**src/rtl/psum_accum_pkg.sv**
```systemverilog
// Shared state encoding and lane arithmetic for psum_accum_engine.
// Build option PSUM_ACC_SAT_EN: saturating lane adds; otherwise adds wrap.
package psum_accum_pkg;

  typedef enum logic [2:0] {
    IDLE  = 3'd0,
    FIRST = 3'd1,
    ACCUM = 3'd2,
    DRAIN = 3'd3,
    DONE  = 3'd4
  } state_t;

  function automatic int lane_lsb(input int lane, input int width);
    return lane * width;
  endfunction

  // Operands arrive sign-extended from a width-bit lane, so the int sum is exact.
  function automatic int lane_add(input int a, input int b, input int width);
    int sum;
`ifdef PSUM_ACC_SAT_EN
    int hi;
    int lo;
    sum = a + b;
    hi  = (1 << (width - 1)) - 1;
    lo  = -hi - 1;
    if (sum > hi) sum = hi;
    else if (sum < lo) sum = lo;
`else
    sum = a + b;
    sum = (sum <<< (32 - width)) >>> (32 - width);
`endif
    return sum;
  endfunction

endpackage

```
**src/rtl/psum_accum_engine_lane_add.sv**
```systemverilog
// One registered signed lane adder; a first-pass slot bypasses the memory operand.
module psum_lane_add
  import psum_accum_pkg::*;
#(
  parameter int BIT_WIDTH = 8
) (
  input  logic                        clk,
  input  logic                        rst,
  input  logic                        en,
  input  logic                        first,
  input  logic signed [BIT_WIDTH-1:0] psum,
  input  logic signed [BIT_WIDTH-1:0] mem,
  output logic signed [BIT_WIDTH-1:0] sum
);

  logic signed [BIT_WIDTH-1:0] sum_nxt;

  always_comb begin
    sum_nxt = psum;
    if (!first) sum_nxt = BIT_WIDTH'(lane_add(int'(psum), int'(mem), BIT_WIDTH));
  end

  always_ff @(posedge clk) begin
    if (rst) sum <= '0;
    else if (en) sum <= sum_nxt;
  end

endmodule

```
**src/rtl/psum_accum_engine.sv**
```systemverilog
// Read-modify-write partial-sum accumulator between PE lanes and psum memory.
// Build option PSUM_ACC_SAT_EN selects saturating lane adds (see psum_accum_pkg).
//
// state | meaning
// IDLE  | reset state, waiting for cfg_start
// FIRST | first pass of a block, psum written without a read
// ACCUM | later pass, memory word + psum written back
// DRAIN | last psum taken, waiting for the pipeline to empty
// DONE  | job finished (o_done) or rejected (o_err)
module psum_accum_engine
  import psum_accum_pkg::*;
#(
  parameter int NUM_KERNEL = 4,
  parameter int BIT_WIDTH  = 8,
  parameter int ADDR_WIDTH = 32,
  parameter int REG_WIDTH  = 32,
  parameter int MEM_DELAY  = 2
) (
  input  logic                             clk,
  input  logic                             rst,
  input  logic [NUM_KERNEL*BIT_WIDTH-1:0]  psum_dat,
  input  logic                             psum_vld,
  input  logic                             cfg_start,
  input  logic [REG_WIDTH-1:0]             cfg_pass_len,
  input  logic [REG_WIDTH-1:0]             cfg_num_pass,
  input  logic [REG_WIDTH-1:0]             cfg_num_block,
  input  logic [ADDR_WIDTH-1:0]            cfg_block_stride,
  output logic [ADDR_WIDTH-1:0]            mem_radd,
  output logic                             mem_rden,
  input  logic [NUM_KERNEL*BIT_WIDTH-1:0]  mem_odat,
  input  logic                             mem_ovld,
  output logic [ADDR_WIDTH-1:0]            mem_wadd,
  output logic                             mem_wren,
  output logic [NUM_KERNEL*BIT_WIDTH-1:0]  mem_idat,
  output logic                             o_busy,
  output logic                             o_done,
  output logic                             o_err,
  output logic [REG_WIDTH-1:0]             dbg_elem_cnt,
  output logic [REG_WIDTH-1:0]             dbg_pass_cnt,
  output logic [REG_WIDTH-1:0]             dbg_block_cnt,
  output logic [REG_WIDTH-1:0]             dbg_base_addr
);

  localparam int DW = NUM_KERNEL * BIT_WIDTH;

  state_t state, state_nxt;

  logic [REG_WIDTH-1:0]  pass_len, num_pass, num_block;
  logic [ADDR_WIDTH-1:0] stride, base_addr, elem_addr;
  logic [REG_WIDTH-1:0]  elem_cnt, pass_cnt, block_cnt;

  logic [MEM_DELAY-1:0]  pipe_vld, pipe_first;
  logic [ADDR_WIDTH-1:0] pipe_addr [MEM_DELAY];
  logic [DW-1:0]         pipe_dat  [MEM_DELAY];

  logic start_ok, cfg_bad, accept, end_pass, last_pass, last_block, pipe_busy;
  logic tail_vld, tail_first, tail_write, err_ev;

  assign start_ok   = cfg_start && (state == IDLE || state == DONE);
  assign cfg_bad    = (cfg_pass_len <= REG_WIDTH'(MEM_DELAY + 1)) ||
                      (cfg_num_pass == '0) || (cfg_num_block == '0);
  assign accept     = psum_vld && (state == FIRST || state == ACCUM);
  assign end_pass   = accept && (elem_cnt == pass_len - REG_WIDTH'(1));
  assign last_pass  = (pass_cnt == num_pass - REG_WIDTH'(1));
  assign last_block = (block_cnt == num_block - REG_WIDTH'(1));
  assign elem_addr  = base_addr + ADDR_WIDTH'(elem_cnt);
  assign pipe_busy  = |pipe_vld;

  assign mem_rden = psum_vld && (state == ACCUM);
  assign mem_radd = elem_addr;
  assign o_busy   = (state != IDLE) && (state != DONE);

  assign dbg_elem_cnt  = elem_cnt;
  assign dbg_pass_cnt  = pass_cnt;
  assign dbg_block_cnt = block_cnt;
  assign dbg_base_addr = REG_WIDTH'(base_addr);

  always_ff @(posedge clk) begin
    if (rst) state <= IDLE;
    else     state <= state_nxt;
  end

  always_comb begin
    state_nxt = state;
    case (state)
      IDLE, DONE: if (cfg_start) state_nxt = cfg_bad ? DONE : FIRST;
      FIRST, ACCUM: begin
        if (end_pass) begin
          if (!last_pass)      state_nxt = ACCUM;
          else if (last_block) state_nxt = DRAIN;
          else                 state_nxt = FIRST;
        end
      end
      // The slot leaving the last stage is written this cycle, so it is not "in flight".
      DRAIN: if (!pipe_busy) state_nxt = DONE;
      default: state_nxt = IDLE;
    endcase
  end

  always_ff @(posedge clk) begin
    if (rst) begin
      pass_len  <= '0;
      num_pass  <= '0;
      num_block <= '0;
      stride    <= '0;
      elem_cnt  <= '0;
      pass_cnt  <= '0;
      block_cnt <= '0;
      base_addr <= '0;
    end else if (start_ok) begin
      pass_len  <= cfg_pass_len;
      num_pass  <= cfg_num_pass;
      num_block <= cfg_num_block;
      stride    <= cfg_block_stride;
      elem_cnt  <= '0;
      pass_cnt  <= '0;
      block_cnt <= '0;
      base_addr <= '0;
    end else if (accept) begin
      if (end_pass) begin
        elem_cnt <= '0;
        if (last_pass) begin
          pass_cnt  <= '0;
          block_cnt <= block_cnt + REG_WIDTH'(1);
          base_addr <= base_addr + stride;
        end else begin
          pass_cnt <= pass_cnt + REG_WIDTH'(1);
        end
      end else begin
        elem_cnt <= elem_cnt + REG_WIDTH'(1);
      end
    end
  end

  always_ff @(posedge clk) begin
    if (rst) begin
      pipe_vld   <= '0;
      pipe_first <= '0;
      for (int i = 0; i < MEM_DELAY; i++) begin
        pipe_addr[i] <= '0;
        pipe_dat[i]  <= '0;
      end
    end else begin
      pipe_vld[0]   <= accept;
      pipe_first[0] <= (state == FIRST);
      pipe_addr[0]  <= elem_addr;
      pipe_dat[0]   <= psum_dat;
      for (int i = 1; i < MEM_DELAY; i++) begin
        pipe_vld[i]   <= pipe_vld[i-1];
        pipe_first[i] <= pipe_first[i-1];
        pipe_addr[i]  <= pipe_addr[i-1];
        pipe_dat[i]   <= pipe_dat[i-1];
      end
    end
  end

  // An ACCUM slot without its read data is dropped rather than written with garbage.
  assign tail_vld   = pipe_vld[MEM_DELAY-1];
  assign tail_first = pipe_first[MEM_DELAY-1];
  assign tail_write = tail_vld && (tail_first || mem_ovld);
  assign err_ev     = (tail_vld && !tail_first && !mem_ovld) ||
                      (mem_ovld && !(tail_vld && !tail_first));

  for (genvar k = 0; k < NUM_KERNEL; k++) begin : g_lane
    localparam int LSB = lane_lsb(k, BIT_WIDTH);
    psum_lane_add #(.BIT_WIDTH(BIT_WIDTH)) u_add (
      .clk   (clk),
      .rst   (rst),
      .en    (tail_write),
      .first (tail_first),
      .psum  (pipe_dat[MEM_DELAY-1][LSB +: BIT_WIDTH]),
      .mem   (mem_odat[LSB +: BIT_WIDTH]),
      .sum   (mem_idat[LSB +: BIT_WIDTH])
    );
  end

  always_ff @(posedge clk) begin
    if (rst) begin
      mem_wren <= 1'b0;
      mem_wadd <= '0;
    end else begin
      mem_wren <= tail_write;
      if (tail_write) mem_wadd <= pipe_addr[MEM_DELAY-1];
    end
  end

  always_ff @(posedge clk) begin
    if (rst) begin
      o_done <= 1'b0;
      o_err  <= 1'b0;
    end else if (start_ok) begin
      o_done <= 1'b0;
      o_err  <= cfg_bad;
    end else begin
      if (state == DRAIN && !pipe_busy) o_done <= 1'b1;
      if (err_ev) o_err <= 1'b1;
    end
  end

endmodule

```
**config.mk**
```make
export PLATFORM = sky130hd
export DESIGN_NAME = psum_accum_engine
export DESIGN_NICKNAME = d
export VERILOG_FILES = /design/src/rtl/psum_accum_pkg.sv /design/src/rtl/psum_accum_engine_lane_add.sv /design/src/rtl/psum_accum_engine.sv
export SDC_FILE = /design/constraint.sdc
export NUM_CORES = 1
export LEC_CHECK = 0
export BUFFER_PORTS_ARGS = -buffer_cell sky130_fd_sc_hd__buf_4
export CAP_MARGIN = 10
export CORE_MARGIN = 2
export CORE_UTILIZATION = 52
export CTS_CLUSTER_DIAMETER = 100
export DETAILED_ROUTE_END_ITERATION = 10
export GPL_ROUTABILITY_DRIVEN = 1
export HOLD_SLACK_MARGIN = 0.08
export PLACE_DENSITY = 0.83
export SETUP_SLACK_MARGIN = 0.2
export SLEW_MARGIN = 20
export SYNTH_ARGS = -nofsm -noshare
export SYNTH_HDL_FRONTEND = slang
export SYNTH_SLANG_ARGS = --single-unit
```
**constraint.sdc**
```tcl
create_clock -name clk -period 3.6 [get_ports clk]
set_input_delay 0.36 -clock clk [delete_from_list [all_inputs] [get_ports clk]]
set_output_delay 0.36 -clock clk [all_outputs]
set_load 0.01 [all_outputs]
```
==> results.toml <==
[worst_setup_path]
cp_slowest_stage_delay_ns = 0.58
crit_type = "reg -> reg"
cp_max_fo = 8
cp.required_ns = 4.12
cp.arrival_ns = 4.29
critPathBufInv = 4
slowest_stage = "or4_4"
critPathLaunchType = "flop"
critPathCaptureType = "flop"
crit_family = "simple AND/OR/NAND/NOR gates"
crit_chain = "or4_4 -> buf_6 -> nor4_4 -> xnor2_2 -> o21ai_1 -> or4b_1 -> nand4b_1 -> nor4_4 -> buf_6 -> buf_16 -> buf_12 -> nand2_1 -> o22ai_1"

[global_route]
grt_max_degree = 180
track_usage = 0.3345
overflow = 0
grt_pass1_vias = 24320
grt_pass1_wl_mm = 133.0
antenna_found_initial = 1

[synth]
synth_cells = 3065
yosys.area_share.adder = 0.05380
ys_seq_area_frac = 0.3734
synth-simple-area-share = 0.2716
synth_cell_types = 77
syn_nets = 3364
synth_area_per_cell_sq_um = 8.012
muxShareOfSynthArea = 0.02104
ys_async_sr_fraction = 0
synth_ff_type = "dfxtp_1"
yosysWarnings = 0
synthesis.area_sq_um = 24560
synth_xor_area_frac = 0.07811
synth-edff-count = 0
synth_top_family_by_area = "simple AND/OR/NAND/NOR gates"
synth_compound_area_frac = 0.1660
ys_ff_latch = 458

[status]
status = "complete, but fails checks"
failed_checks = "negative setup slack"

[finish]
nets = 4049
finalInstanceArea_sq_um = 34520
syn2layout_area_growth_pct = 40.56
layout.cells.non_filler = 4399
postLayoutCoreUtil = 0.7414
drive_above_1_share = 0.2524

[power]
p_sw_mw = 3.447
sequentialPowerShare = 0.417
p_int_mw = 9.324
ir_worst_vdd_mv = 0.4096
p_leak_nw = 14.55
p_sw_frac = 0.2699
power_density_nw_per_um2 = 370.0
p_comb_frac = 0.155
clockPowerShare = 0.428
finalPower_mw = 12.77

[routing]
drcViolationCount = 0
drt-pass1-iter-count = 6
vias = 26200
wl_mm = 87.77
ant_nets = 0
wire_per_inst_um = 19.95
drt_iter0_drc = 2367
vias_per_cell = 5.955

[sta]
final_max_slew_viol_count = 0
setup_violations = 68
tightest_slew_ns = 1.032
min_period_ns = 3.773
slew_headroom = 0.3120
setup_ws_ns = -0.1729
fin_crit_sh = 1.048
final_hold_viol_count = 0
max_freq_mhz = 265.0
rsz0062_at_grt = "yes"
fin_skew_ns = 0.02537

[cts]
ctsLongestPathBuffers = 3
cts_tree = "built"
clk_pin_slew_ns = 0.06
cts_sinks = 458
cts-root-buf = "clkbuf_16"
htreeDepth = 2
clk_latency_ns = 0.62
cts_buffers = 50

[job]
cap_violations = 0

[die]
die-area_sq_um = 48980
start_util = 0.5275
rows = 79
core_sq_um = 46560
die_w_um = 221.3
fp.dieH_um = 221.3
ioPinCount = 426

[worst_hold_path]
hp-class = "in -> reg"

[placement]
dp_cells = 4071
detailed_place_hpwl_mm = 57.08
place_area_sq_um = 29120
pre_cts_ws_ns = -0.03529
gp_congestion = 0.9785
portBuffers = 425
==> worst reg2reg max path: cells and delay by family (launching register included) <==
kind,cells,cell delay [ns]
AO/OA/AOI/OAI,2,0.34
XOR/XNOR,1,0.17
buffers and inverters,4,0.68
flip-flops,1,0.32
AND/OR/NAND/NOR,6,2.20
==> routing by layer <==
| layer | GRT usage | vias to the layer above | part of all wire |
|---|---|---|---|
| met5 | 0 | - | 0.00015 |
| met4 | 0.1931 | 2 | 0.064 |
| met3 | 0.06108 | 343 | 0.089 |
| met2 | 0.5320 | 1354 | 0.45 |
| met1 | 0.4259 | 12300 | 0.40 |
| li1 | - | 12200 | - |
==> cell usage after synthesis (46+ instances only) <==
cell type / count / area share
a21oi_1: 293 / 0.060
and3_1: 49 / 0.012
clkbuf_1: 138 / 0.021
dfxtp_1: 458 / 0.37
ha_1: 96 / 0.049
inv_1: 65 / 0.0099
mux2i_1: 46 / 0.019
nand2_1: 499 / 0.076
nand3_1: 76 / 0.015
nor2_1: 189 / 0.029
nor2b_1: 122 / 0.031
nor3_1: 66 / 0.013
nor4_1: 62 / 0.016
o21ai_0: 126 / 0.026
or3_1: 67 / 0.017
xnor2_1: 122 / 0.044
xor2_1: 97 / 0.035
==> layout by cell type, fill, tap and decap left out, types with 77 or more instances in the layout <==
cell type	count
xor2_1	96
o21ai_0	110
a21oi_1	262
dfxtp_1	432
dlygate4sd3_1	160
nand2_1	481
xnor2_1	110
nor2_1	182
ha_1	77
nor2b_1	121
buf_4	591
==> power groups by stage <==
stage,registers [mW],logic (mW),clock network [mW]
floorplan,5.41,1.10,0
global placement,5.43,1.65,0
detailed placement,5.43,1.67,0
CTS,5.32,1.89,5.50
global route,5.34,2.15,5.72
finish,5.33,1.98,5.47
==> path summary, 6_finish.rpt <==
check / end / slack, ns / from / depth (start not counted)
min: pipe_addr[0][1] / 0.13 / rst / 2
max: dbg_base_addr[25] / -0.17 / pass_len[6] / 13
min reg2reg: pipe_dat[0][42] / 0.43 / pipe_dat[0][10] / 1
max reg2reg: dbg_base_addr[25] / -0.17 / pass_len[6] / 13
==> timing repair <==
action,in CTS,in global routing
setup endpoints to repair,153,151
gates resized for setup,188,100
endpoints found under the hold margin,160,0
pin swaps,80,54
setup buffers,36,25
hold buffers,160,0
gates cloned,10,3
==> stage by stage <==
stage | hold slack (ns) | TNS, ns
2_1_floorplan | 0.4138 | 0
3_3_place_gp | 0.4155 | 0
3_5_place_dp | 0.4220 | -0.4313
4_1_cts | 0.09725 | -0.08464
5_1_grt | 0.1304 | -13.49
6_report | 0.1325 | -3.195
==> logic make-up (layout without fill, tap and decap cells) <==
logic type / count (synthesis) / count (layout)
xor+xnor: 219 / 219
flops: 458 / 458
compound gates: 671 / 671
fa+ha+maj: 102 / 102
buf+inv: 229 / 952
simple gates: 1336 / 1339
mux: 50 / 50
other cells: 0 / 1
==> area by class of cell <==
cell class	instances	area (sq um)
antenna	1	2.502
clock buffer	61	1353
clock inverter	32	390.4
fill	3151	12040
inverter	65	244.0
multi-input combinational	2381	15770
sequential	458	9224
tap	607	759.5
timing repair buffer	794	6778
==> flip-flops by register name, summed over array words and instances (netlist names) <==
register / count
dbg_base_addr: 32
dbg_block_cnt: 32
dbg_elem_cnt: 32
dbg_pass_cnt: 32
g_lane.u_add.sum: 32
mem_wadd: 32
mem_wren: 1
num_block: 32
num_pass: 32
o_done: 1
o_err: 1
pass_len: 32
pipe_addr: 64
pipe_dat: 64
pipe_first: 2
pipe_vld: 2
state: 3
stride: 32
No activity file was read; power rests on OpenSTA's default activity.
